===== src/rtl/alu_divider_if.sv =====
// Handshake and result bundle for the iterative divider: the requester drives
// operands and control, the divider returns status and the held results.
interface alu_divider_if #(
    parameter int N = 32
) ();
    logic         start;
    logic         sign;
    logic [N-1:0] a;
    logic [N-1:0] b;
    logic         cancel;
    logic         busy;
    logic         done;
    logic [N-1:0] quotient;
    logic [N-1:0] remainder;
    logic         div_by_zero;

    modport master (
        output start, sign, a, b, cancel,
        input  busy, done, quotient, remainder, div_by_zero
    );

    modport slave (
        input  start, sign, a, b, cancel,
        output busy, done, quotient, remainder, div_by_zero
    );
endinterface


===== src/rtl/alu_divider.sv =====
// Iterative restoring divider (DIV/DIVU): one quotient bit per clock on magnitudes,
// a final sign-fixup edge, and a single-cycle shortcut for a zero divisor.
module alu_divider #(
    parameter int N = 32
) (
    input  logic         clk,
    input  logic         reset_n,
    alu_divider_if.slave div_if
);
    localparam int CW = $clog2(N + 1);

    typedef enum logic [1:0] {
        IDLE = 2'd0,
        RUN  = 2'd1,
        DONE = 2'd2
    } state_t;

    state_t        state_q, state_d;
    logic [CW-1:0] count_q, count_d;
    logic [N-1:0]  a_q, a_d;
    logic [N-1:0]  dvd_q, dvd_d;
    logic [N-1:0]  dvs_q, dvs_d;
    logic [N-1:0]  prem_q, prem_d;
    logic          neg_quot_q, neg_quot_d;
    logic          neg_rem_q, neg_rem_d;
    logic          zero_q, zero_d;
    logic [N-1:0]  quot_q, quot_d;
    logic [N-1:0]  remd_q, remd_d;
    logic          dbz_q, dbz_d;
    logic          busy_q, busy_d;
    logic          done_q, done_d;

    logic [N:0]    shifted;
    logic [N:0]    diff;
    logic [N-1:0]  abs_a;
    logic [N-1:0]  abs_b;

    always_comb begin
        state_d    = state_q;
        count_d    = count_q;
        a_d        = a_q;
        dvd_d      = dvd_q;
        dvs_d      = dvs_q;
        prem_d     = prem_q;
        neg_quot_d = neg_quot_q;
        neg_rem_d  = neg_rem_q;
        zero_d     = zero_q;
        quot_d     = quot_q;
        remd_d     = remd_q;
        dbz_d      = dbz_q;

        abs_a   = (div_if.sign && div_if.a[N-1]) ? -div_if.a : div_if.a;
        abs_b   = (div_if.sign && div_if.b[N-1]) ? -div_if.b : div_if.b;
        // Dividend bits leave dvd_q from the top while quotient bits enter at the bottom.
        shifted = {prem_q, dvd_q[N-1]};
        diff    = shifted - {1'b0, dvs_q};

        case (state_q)
            IDLE, DONE: begin
                state_d = IDLE;
                if (div_if.start && !div_if.cancel) begin
                    state_d    = RUN;
                    count_d    = '0;
                    a_d        = div_if.a;
                    dvd_d      = abs_a;
                    dvs_d      = abs_b;
                    prem_d     = '0;
                    neg_quot_d = div_if.sign && (div_if.a[N-1] != div_if.b[N-1]);
                    neg_rem_d  = div_if.sign && div_if.a[N-1];
                    zero_d     = (div_if.b == '0);
                end
            end
            RUN: begin
                if (div_if.cancel) begin
                    state_d = IDLE;
                end else if (zero_q) begin
                    state_d = DONE;
                    quot_d  = '1;
                    remd_d  = a_q;
                    dbz_d   = 1'b1;
                end else if (count_q == CW'(N)) begin
                    state_d = DONE;
                    quot_d  = neg_quot_q ? -dvd_q : dvd_q;
                    remd_d  = neg_rem_q ? -prem_q : prem_q;
                    dbz_d   = 1'b0;
                end else begin
                    count_d = count_q + CW'(1);
                    if (diff[N]) begin
                        prem_d = shifted[N-1:0];
                        dvd_d  = {dvd_q[N-2:0], 1'b0};
                    end else begin
                        prem_d = diff[N-1:0];
                        dvd_d  = {dvd_q[N-2:0], 1'b1};
                    end
                end
            end
            default: state_d = IDLE;
        endcase

        // The zero-divisor pass still spends one cycle in RUN but is never reported busy.
        busy_d = (state_d == RUN) && !zero_d;
        done_d = (state_d == DONE);
    end

    always_ff @(posedge clk or negedge reset_n) begin
        if (!reset_n) begin
            state_q    <= IDLE;
            count_q    <= '0;
            a_q        <= '0;
            dvd_q      <= '0;
            dvs_q      <= '0;
            prem_q     <= '0;
            neg_quot_q <= 1'b0;
            neg_rem_q  <= 1'b0;
            zero_q     <= 1'b0;
            quot_q     <= '0;
            remd_q     <= '0;
            dbz_q      <= 1'b0;
            busy_q     <= 1'b0;
            done_q     <= 1'b0;
        end else begin
            state_q    <= state_d;
            count_q    <= count_d;
            a_q        <= a_d;
            dvd_q      <= dvd_d;
            dvs_q      <= dvs_d;
            prem_q     <= prem_d;
            neg_quot_q <= neg_quot_d;
            neg_rem_q  <= neg_rem_d;
            zero_q     <= zero_d;
            quot_q     <= quot_d;
            remd_q     <= remd_d;
            dbz_q      <= dbz_d;
            busy_q     <= busy_d;
            done_q     <= done_d;
        end
    end

    assign div_if.busy        = busy_q;
    assign div_if.done        = done_q;
    assign div_if.quotient    = quot_q;
    assign div_if.remainder   = remd_q;
    assign div_if.div_by_zero = dbz_q;
endmodule

===== src/flat_wrapper.sv =====
// flat-port wrapper written by rule: the top's interface ports become plain ports
module alu_divider_flat 
#(
    parameter int N = 32
)
  (clk, reset_n, div_if_start, div_if_sign, div_if_a, div_if_b, div_if_cancel, div_if_busy, div_if_done, div_if_quotient, div_if_remainder, div_if_div_by_zero);
  alu_divider_if #(.N(N)) div_if_i ();
  input  logic clk;
  input  logic reset_n;
  input wire logic [$bits(div_if_i.start)-1:0] div_if_start;
  input wire logic [$bits(div_if_i.sign)-1:0] div_if_sign;
  input wire logic [$bits(div_if_i.a)-1:0] div_if_a;
  input wire logic [$bits(div_if_i.b)-1:0] div_if_b;
  input wire logic [$bits(div_if_i.cancel)-1:0] div_if_cancel;
  output wire logic [$bits(div_if_i.busy)-1:0] div_if_busy;
  output wire logic [$bits(div_if_i.done)-1:0] div_if_done;
  output wire logic [$bits(div_if_i.quotient)-1:0] div_if_quotient;
  output wire logic [$bits(div_if_i.remainder)-1:0] div_if_remainder;
  output wire logic [$bits(div_if_i.div_by_zero)-1:0] div_if_div_by_zero;
  assign div_if_i.start = div_if_start;
  assign div_if_i.sign = div_if_sign;
  assign div_if_i.a = div_if_a;
  assign div_if_i.b = div_if_b;
  assign div_if_i.cancel = div_if_cancel;
  assign div_if_busy = div_if_i.busy;
  assign div_if_done = div_if_i.done;
  assign div_if_quotient = div_if_i.quotient;
  assign div_if_remainder = div_if_i.remainder;
  assign div_if_div_by_zero = div_if_i.div_by_zero;
  alu_divider #(.N(N)) u_core (.clk(clk), .reset_n(reset_n), .div_if(div_if_i));
endmodule

===== config.mk =====
export PLATFORM = sky130hd
export DESIGN_NAME = alu_divider_flat
export DESIGN_NICKNAME = d
export VERILOG_FILES = /design/src/rtl/alu_divider_if.sv /design/src/rtl/alu_divider.sv /design/src/flat_wrapper.sv
export SDC_FILE = /design/constraint.sdc
export NUM_CORES = 1
export LEC_CHECK = 0
export ABC_AREA = 1
export ABC_CLOCK_PERIOD_IN_PS = 2170
export CAP_MARGIN = 10
export CORE_MARGIN = 8
export CORE_UTILIZATION = 56
export DETAILED_ROUTE_END_ITERATION = 16
export DONT_BUFFER_PORTS = 1
export PLACE_DENSITY_LB_ADDON = 0.2
export SYNTH_ARGS = -nofsm -noshare
export SYNTH_HDL_FRONTEND = slang
export SYNTH_SLANG_ARGS = --single-unit
export TNS_END_PERCENT = 5

===== constraint.sdc =====
create_clock -name clk -period 2.17 [get_ports clk]
set_input_delay 0.434 -clock clk [delete_from_list [all_inputs] [get_ports clk]]
set_output_delay 0.434 -clock clk [all_outputs]
set_load 0.01 [all_outputs]

Yosys cells after proc, flatten, opt, wreduce, memory -nomap -nowiden
Cells that the tools add are included.
{"block": "totals", "reg_bits": 206, "wordCells": 80, "inputBits": 69}
{"block": "classes", "n_mux": 34, "reduce_logical": 15, "addsub": 6, "n_bitwise": 1, "n_eq_ne": 10}
{"cell": "$mux W32", "n": 17}
{"cell": "$neg A32 Y32", "n": 4}
{"cell": "$pmux W32 S2", "n": 2}
{"cell": "$sub A33 B32 Y33", "n": 1}
{"cell": "$logic_not A32 Y1", "n": 1}
{"cell": "$mux W6", "n": 4}
{"cell": "$pmux W6 S2", "n": 1}
{"cell": "$add A6 B1 Y6 const B", "n": 1}
{"cell": "$eq A6 B6 Y1 const B", "n": 1}
{"cell": "$mux W1", "n": 6}
{"cell": "$mux W2", "n": 3}
{"cell": "$ne A2 B2 Y1 const B", "n": 3}
{"cell": "$logic_and A1 B1 Y1", "n": 5}
{"cell": "$reduce_and A5 Y1", "n": 1}
{"cell": "$eq A2 B1 Y1 const B", "n": 2}
{"cell": "$eq A2 B2 Y1 const B", "n": 2}
{"cell": "$pmux W2 S2", "n": 1}
{"cell": "$reduce_bool A2 Y1", "n": 2}
{"cell": "$reduce_and A3 Y1", "n": 1}
{"cell": "$logic_not A1 Y1", "n": 2}
{"cell": "$logic_not A2 Y1", "n": 1}
{"cell": "$ne A2 B1 Y1 const B", "n": 1}
{"cell": "$reduce_and A2 Y1", "n": 1}
{"cell": "$reduce_or A2 Y1", "n": 1}
{"cell": "2 further kinds", "n": 2}

Logic depth before layout (Yosys ltp)
{"block": "logic_depth", "ltp_word": 7, "ltp_mapped": 18}

Least setup slack after synthesis
No wires, ideal clock.
{"block": "synth_path", "path_type": "reg-to-reg", "startpoint": "reg u_core.dvd_q[31]", "endpoint": "reg u_core.prem_q[19]", "period_less_slack_ns": 2.188, "path_buffers": 1, "t_required_ns": 2.053, "arrival_time_ns": 2.070, "path_slack_ns": -0.018, "path_stages_with_launch": 19, "path_cell_list": "dfrtp_1 inv_1 ha_1 fa_1 inv_1 nand2_1 nand2_1 nand3_1 nand2_2 nand2_2 nand2_2 nand2_4 nand2_4 nand2_2 nand2_4 buf_6 nand2_1 nand3_1 nand2_1"}
{"block": "synth_via", "elab_chain_cells": 6}
{"item": "start, declared", "line": "alu_divider.sv:21", "source": "logic [N-1:0] dvd_q, dvd_d;"}
{"item": "start signal, assigned", "line": "alu_divider.sv:125", "source": "dvd_q <= dvd_d;"}
{"item": "$sub A33 B32 Y33", "line": "alu_divider.sv:56", "source": "diff = shifted - {1'b0, dvs_q};"}
{"item": "$mux W32", "line": "alu_divider.sv:88", "source": "if (diff[N]) begin"}
{"item": "$mux W32", "line": "alu_divider.sv:81", "source": "end else if (count_q == CW'(N)) begin"}
{"item": "$mux W32", "line": "alu_divider.sv:76", "source": "end else if (zero_q) begin"}
{"item": "$mux W32", "line": "alu_divider.sv:74", "source": "if (div_if.cancel) begin"}
{"item": "$pmux W32 S2", "line": "alu_divider.sv:58", "source": "case (state_q)"}
{"item": "end signal, assigned", "line": "alu_divider.sv:127", "source": "prem_q <= prem_d;"}
{"item": "end, declared", "line": "alu_divider.sv:23", "source": "logic [N-1:0] prem_q, prem_d;"}
Every way passes these cells. The select of a mux whose other input is x is not followed.
A chain may end at the register's enable or synchronous reset.

Final worst setup path
{"block": "layout_path", "startpoint": "reg u_core.dvs_q[0]", "endpoint": "reg u_core.prem_q[23]"}
{"block": "layout_via", "elab_chain_cells": 6}
{"item": "start, declared", "line": "alu_divider.sv:22", "source": "logic [N-1:0] dvs_q, dvs_d;"}
{"item": "start signal, assigned", "line": "alu_divider.sv:126", "source": "dvs_q <= dvs_d;"}
{"item": "$sub A33 B32 Y33", "line": "alu_divider.sv:56"}
{"item": "$mux W32", "line": "alu_divider.sv:88"}
{"item": "$mux W32", "line": "alu_divider.sv:81"}
{"item": "$mux W32", "line": "alu_divider.sv:76"}
{"item": "$mux W32", "line": "alu_divider.sv:74"}
{"item": "$pmux W32 S2", "line": "alu_divider.sv:58"}
Every way passes these cells. The select of a mux whose other input is x is not followed.

==> flow_summary.json <==
{
  "dr_total_vias": 15190,
  "setup.worst_path.end_class": "flip-flop",
  "worstPathRequired_ns": 2.58,
  "routedWlPerCell_um": 18.52,
  "fillCellCount": 2308,
  "synth_nets": 2316,
  "placed_cell_area_sq_mm": 0.01564,
  "clkSinkCount": 206,
  "grt_setup_unrepaired": "true",
  "synth_compound_area_share_pct": 11.61,
  "path_common_cell": "nand2_2",
  "drv_slew": 0,
  "finClkSkew_ns": 0.02980,
  "worstSetupStartpointType": "flip-flop",
  "diodes": 0,
  "drive_gt1_share_pct": 13.23,
  "crit_chain": "ha_4 > fa_2 > inv_2 > nand2_2 > nand2_2 > nand3_2 > nand2_2 > nand2_2 > nand2_4 > nand2_8 > nand3_4 > buf_12 > nand3_2 > nand3_2 > nand2_1",
  "cts-hold-fix-buffers": 2,
  "routed_wl_um": 49030,
  "postSynthAreaPerCell_sq_um": 6.572,
  "synthXorXnorAreaFrac_pct": 3.259,
  "synth_fa_ha_area_share_pct": 3.414,
  "async_reset_ff_share_pct": 100.0,
  "cp_num_buf_inv": 2,
  "worstPathArrival_ns": 2.77,
  "setup_viol": 33,
  "hold_viol_final": 206,
  "p_per_area_mw_per_mm2": 900.9,
  "synth.cell_area_sq_mm": 0.01451,
  "clockBufferDepth": 3,
  "fin_ws_ns": -0.1941,
  "rows": 59,
  "synthMuxAreaShare_pct": 0,
  "nNetsFinal": 2404,
  "p_leak_nw": 9.143,
  "ios": 136,
  "grt_max_degree": 207,
  "grt_use_total_pct": 30.02,
  "yosys_warnings": 0,
  "synth_top_family_by_area": "simple AND/OR/NAND/NOR gates",
  "failed_checks": "negative hold slack, negative setup slack",
  "min_path_type": "input port to async pin",
  "syn-instance-count": 2208,
  "stdcell_count": 2648,
  "setup_tns_ns": -4.389,
  "worst_hold_slack_ns": -0.3846,
  "synth-simple-area-share_pct": 35.87,
  "antenna_found_initial": 1,
  "drtAntennaViolNets": 0,
  "clock_latency_ns": 0.54,
  "gp_congestion": 0.9925,
  "ys_ff_latch": 206,
  "clk_pin_slew_ns": 0.06,
  "port-buffer-count": 0,
  "fmax_ghz": 0.4230,
  "synth_ff_type": "dfrtp_1",
  "vias_per_cell": 5.735,
  "die_w_um": 177.0,
  "min_period_ns": 2.364,
  "cts-buffers-inserted": 24,
  "gr-total-overflow": 0,
  "drc": 0,
  "dieArea_sq_mm": 0.03132,
  "final_util_pct": 66.50,
  "htreeDepth": 1,
  "critPathMaxStageDelay_ns": 0.40,
  "dp.cells": 2594,
  "chipHeight_um": 177.0,
  "vdd_drop_max_uv": 869.8,
  "run_status": "complete, but fails checks",
  "cp_top_family": "simple AND/OR/NAND/NOR gates",
  "area_delta_synth_final_pct": 18.05,
  "detail_route.iter0.violations": 1619,
  "min_period_over_period_pct": 108.9,
  "clock-root-buffer": "clkbuf_16",
  "worstMarginPinSlew_ns": 0.6098,
  "cts_tree": "yes",
  "cap_violations": 0,
  "core_area_sq_mm": 0.02576,
  "finalPower_mw": 15.43,
  "crit_type": "flip-flop to flip-flop",
  "ys_types": 47,
  "ys_seq_area_share_pct": 35.52,
  "slew-limit-headroom_pct": 59.30,
  "grt_pass1_vias": 14200,
  "crit_path_max_fanout": 6,
  "grt_pass1_wl_um": 75080,
  "synth_edf_count": 0,
  "hpwlAfterDp_um": 37300,
  "start_util_pct": 56.33,
  "final_cell_area_sq_mm": 0.01713,
  "drt_first_pass_iters": 8,
  "cpMaxStageDelayCell": "dfrtp_1"
}
metal layers:
| metal | wire (um) | global-route usage (%) | share of wire, % |
|---|---|---|---|
| met5 | 13 | 0 | 0.027 |
| met2 | 22490 | 48.55 | 46 |
| met1 | 19340 | 38.57 | 39 |
| met3 | 4568 | 5.291 | 9.3 |
| met4 | 2623 | 13.98 | 5.3 |
power breakdown:
group / switching, mW / internal [mW] / leakage [nW]
Clock: 1.64 / 2.39 / 0.382
Combinational: 3.53 / 2.18 / 6.14
Sequential: 0.925 / 4.76 / 2.63
kinds of logic (layout without fill, tap and decap cells):
group                      Yosys count  in the layout
adders and majority gates           39             39
xor gates and xnor gates            54             54
DFF                                206            206
and+or+nand+nor                   1227           1229
buffers and inverters              388            491
AOI/OAI and AO/OA                  294            294
synth_stat cells, types with 3 or more instances:
| library cell | count | area (sq um) |
|---|---|---|
| clkbuf_1 | 44 | 165.2 |
| nor4_1 | 7 | 43.79 |
| o221ai_1 | 15 | 131.4 |
| dfrtp_1 | 206 | 5155 |
| o21ai_0 | 124 | 620.6 |
| and3_1 | 3 | 18.77 |
| o21bai_1 | 3 | 22.52 |
| a31oi_1 | 16 | 100.1 |
| nand4_1 | 29 | 181.4 |
| inv_1 | 309 | 1160 |
| buf_1 | 6 | 22.52 |
| xnor2_1 | 12 | 105.1 |
| nand3_1 | 206 | 1031 |
| nand3b_1 | 18 | 135.1 |
| o211ai_1 | 13 | 97.59 |
| a21oi_1 | 81 | 405.4 |
| nand2_2 | 10 | 62.56 |
| nand3_2 | 3 | 30.03 |
| nor2_2 | 6 | 37.54 |
| buf_2 | 16 | 80.08 |
| o31ai_1 | 6 | 45.04 |
| ha_1 | 38 | 475.5 |
| o2111ai_1 | 5 | 43.79 |
| inv_2 | 9 | 33.78 |
| nor3_1 | 25 | 125.1 |
| nand2_1 | 692 | 2597 |
| xor2_1 | 42 | 367.9 |
| o22ai_1 | 19 | 118.9 |
| or2_2 | 9 | 56.30 |
| nand2_4 | 5 | 56.30 |
| nor2_1 | 208 | 780.8 |
stage by stage:
step	worst slack, ns	hold slack (ns)
finish	-0.1941	-0.3846
global route	-0.3069	-0.4112
CTS	-0.04808	-0.4135
detailed placement	-0.1558	0.1456
global placement	-0.06899	0.1473
floorplan	0.006836	0.1384
sequential cells by signal, summed over array words and instances, names as in the netlist, 2 cells and up:
name                     cells
u_core.state_q               2
u_core.div_if.quotient      32
u_core.dvs_q                32
u_core.dvd_q                32
u_core.div_if.remainder     32
u_core.count_q               6
u_core.a_q                  32
u_core.prem_q               32
what timing repair did:
| action | in CTS | in global routing |
|---|---|---|
| buffers inserted | 0 | 4 |
| gates cloned | 0 | 5 |
| resized for setup | 30 | 93 |
| pin swaps | 1 | 39 |
| hold endpoints to repair | 208 | 206 |
| setup endpoints to repair | 38 | 79 |
final timing paths:
kind,slack [ns],startpoint,to,cells after the start
worst min-delay path,-0.38,reset_n,u_core.neg_rem_q,0
worst max register to register,-0.19,u_core.dvs_q[0],u_core.prem_q[23],15
min in group clk,0.03,div_if_a[20],u_core.a_q[20],2
worst min register to register,0.48,u_core.a_q[6],u_core.a_q[6],2
worst max-delay path,-0.19,u_core.dvs_q[0],u_core.prem_q[23],15
max in group asynchronous,2.20,reset_n,u_core.dvd_q[0],0
final cells by class:
class	count	area, sq um	area share, %
Clock buffer	35	671.9	3.922
Sequential cell	206	5156	30.10
Timing Repair Buffer	130	1169	6.822
Multi-Input combinational cell	1616	8408	49.08
Clock inverter	8	108.9	0.6354
Inverter	318	1199	6.997
Tap cell	335	419.2	2.447
layout by cell type (no fill, tap or decap), drive strengths merged, types with 2 or more instances in the layout:
| cell type | n |
|---|---|
| nand2 | 709 |
| inv | 317 |
| nor2 | 215 |
| nand3 | 209 |
| dfrtp | 206 |
| o21ai | 126 |
| buf | 125 |
| a21oi | 83 |
| xor2 | 42 |
| ha | 38 |
| clkbuf | 38 |
| nand4 | 29 |
| nor3 | 26 |
| o22ai | 19 |
| nand3b | 18 |
| a31oi | 16 |
| o221ai | 15 |
| o211ai | 13 |
| xnor2 | 12 |
| or2 | 10 |
| nor4 | 7 |
| clkinv | 7 |
| o31ai | 6 |
| o2111ai | 5 |
| o21bai | 3 |
| and3 | 3 |
| nor3b | 2 |
| o41ai | 2 |
| a21o | 2 |
| o21a | 2 |
| bufinv | 2 |
| dlygate4sd3 | 2 |
Note: power is estimated with default switching activity, not from simulation.
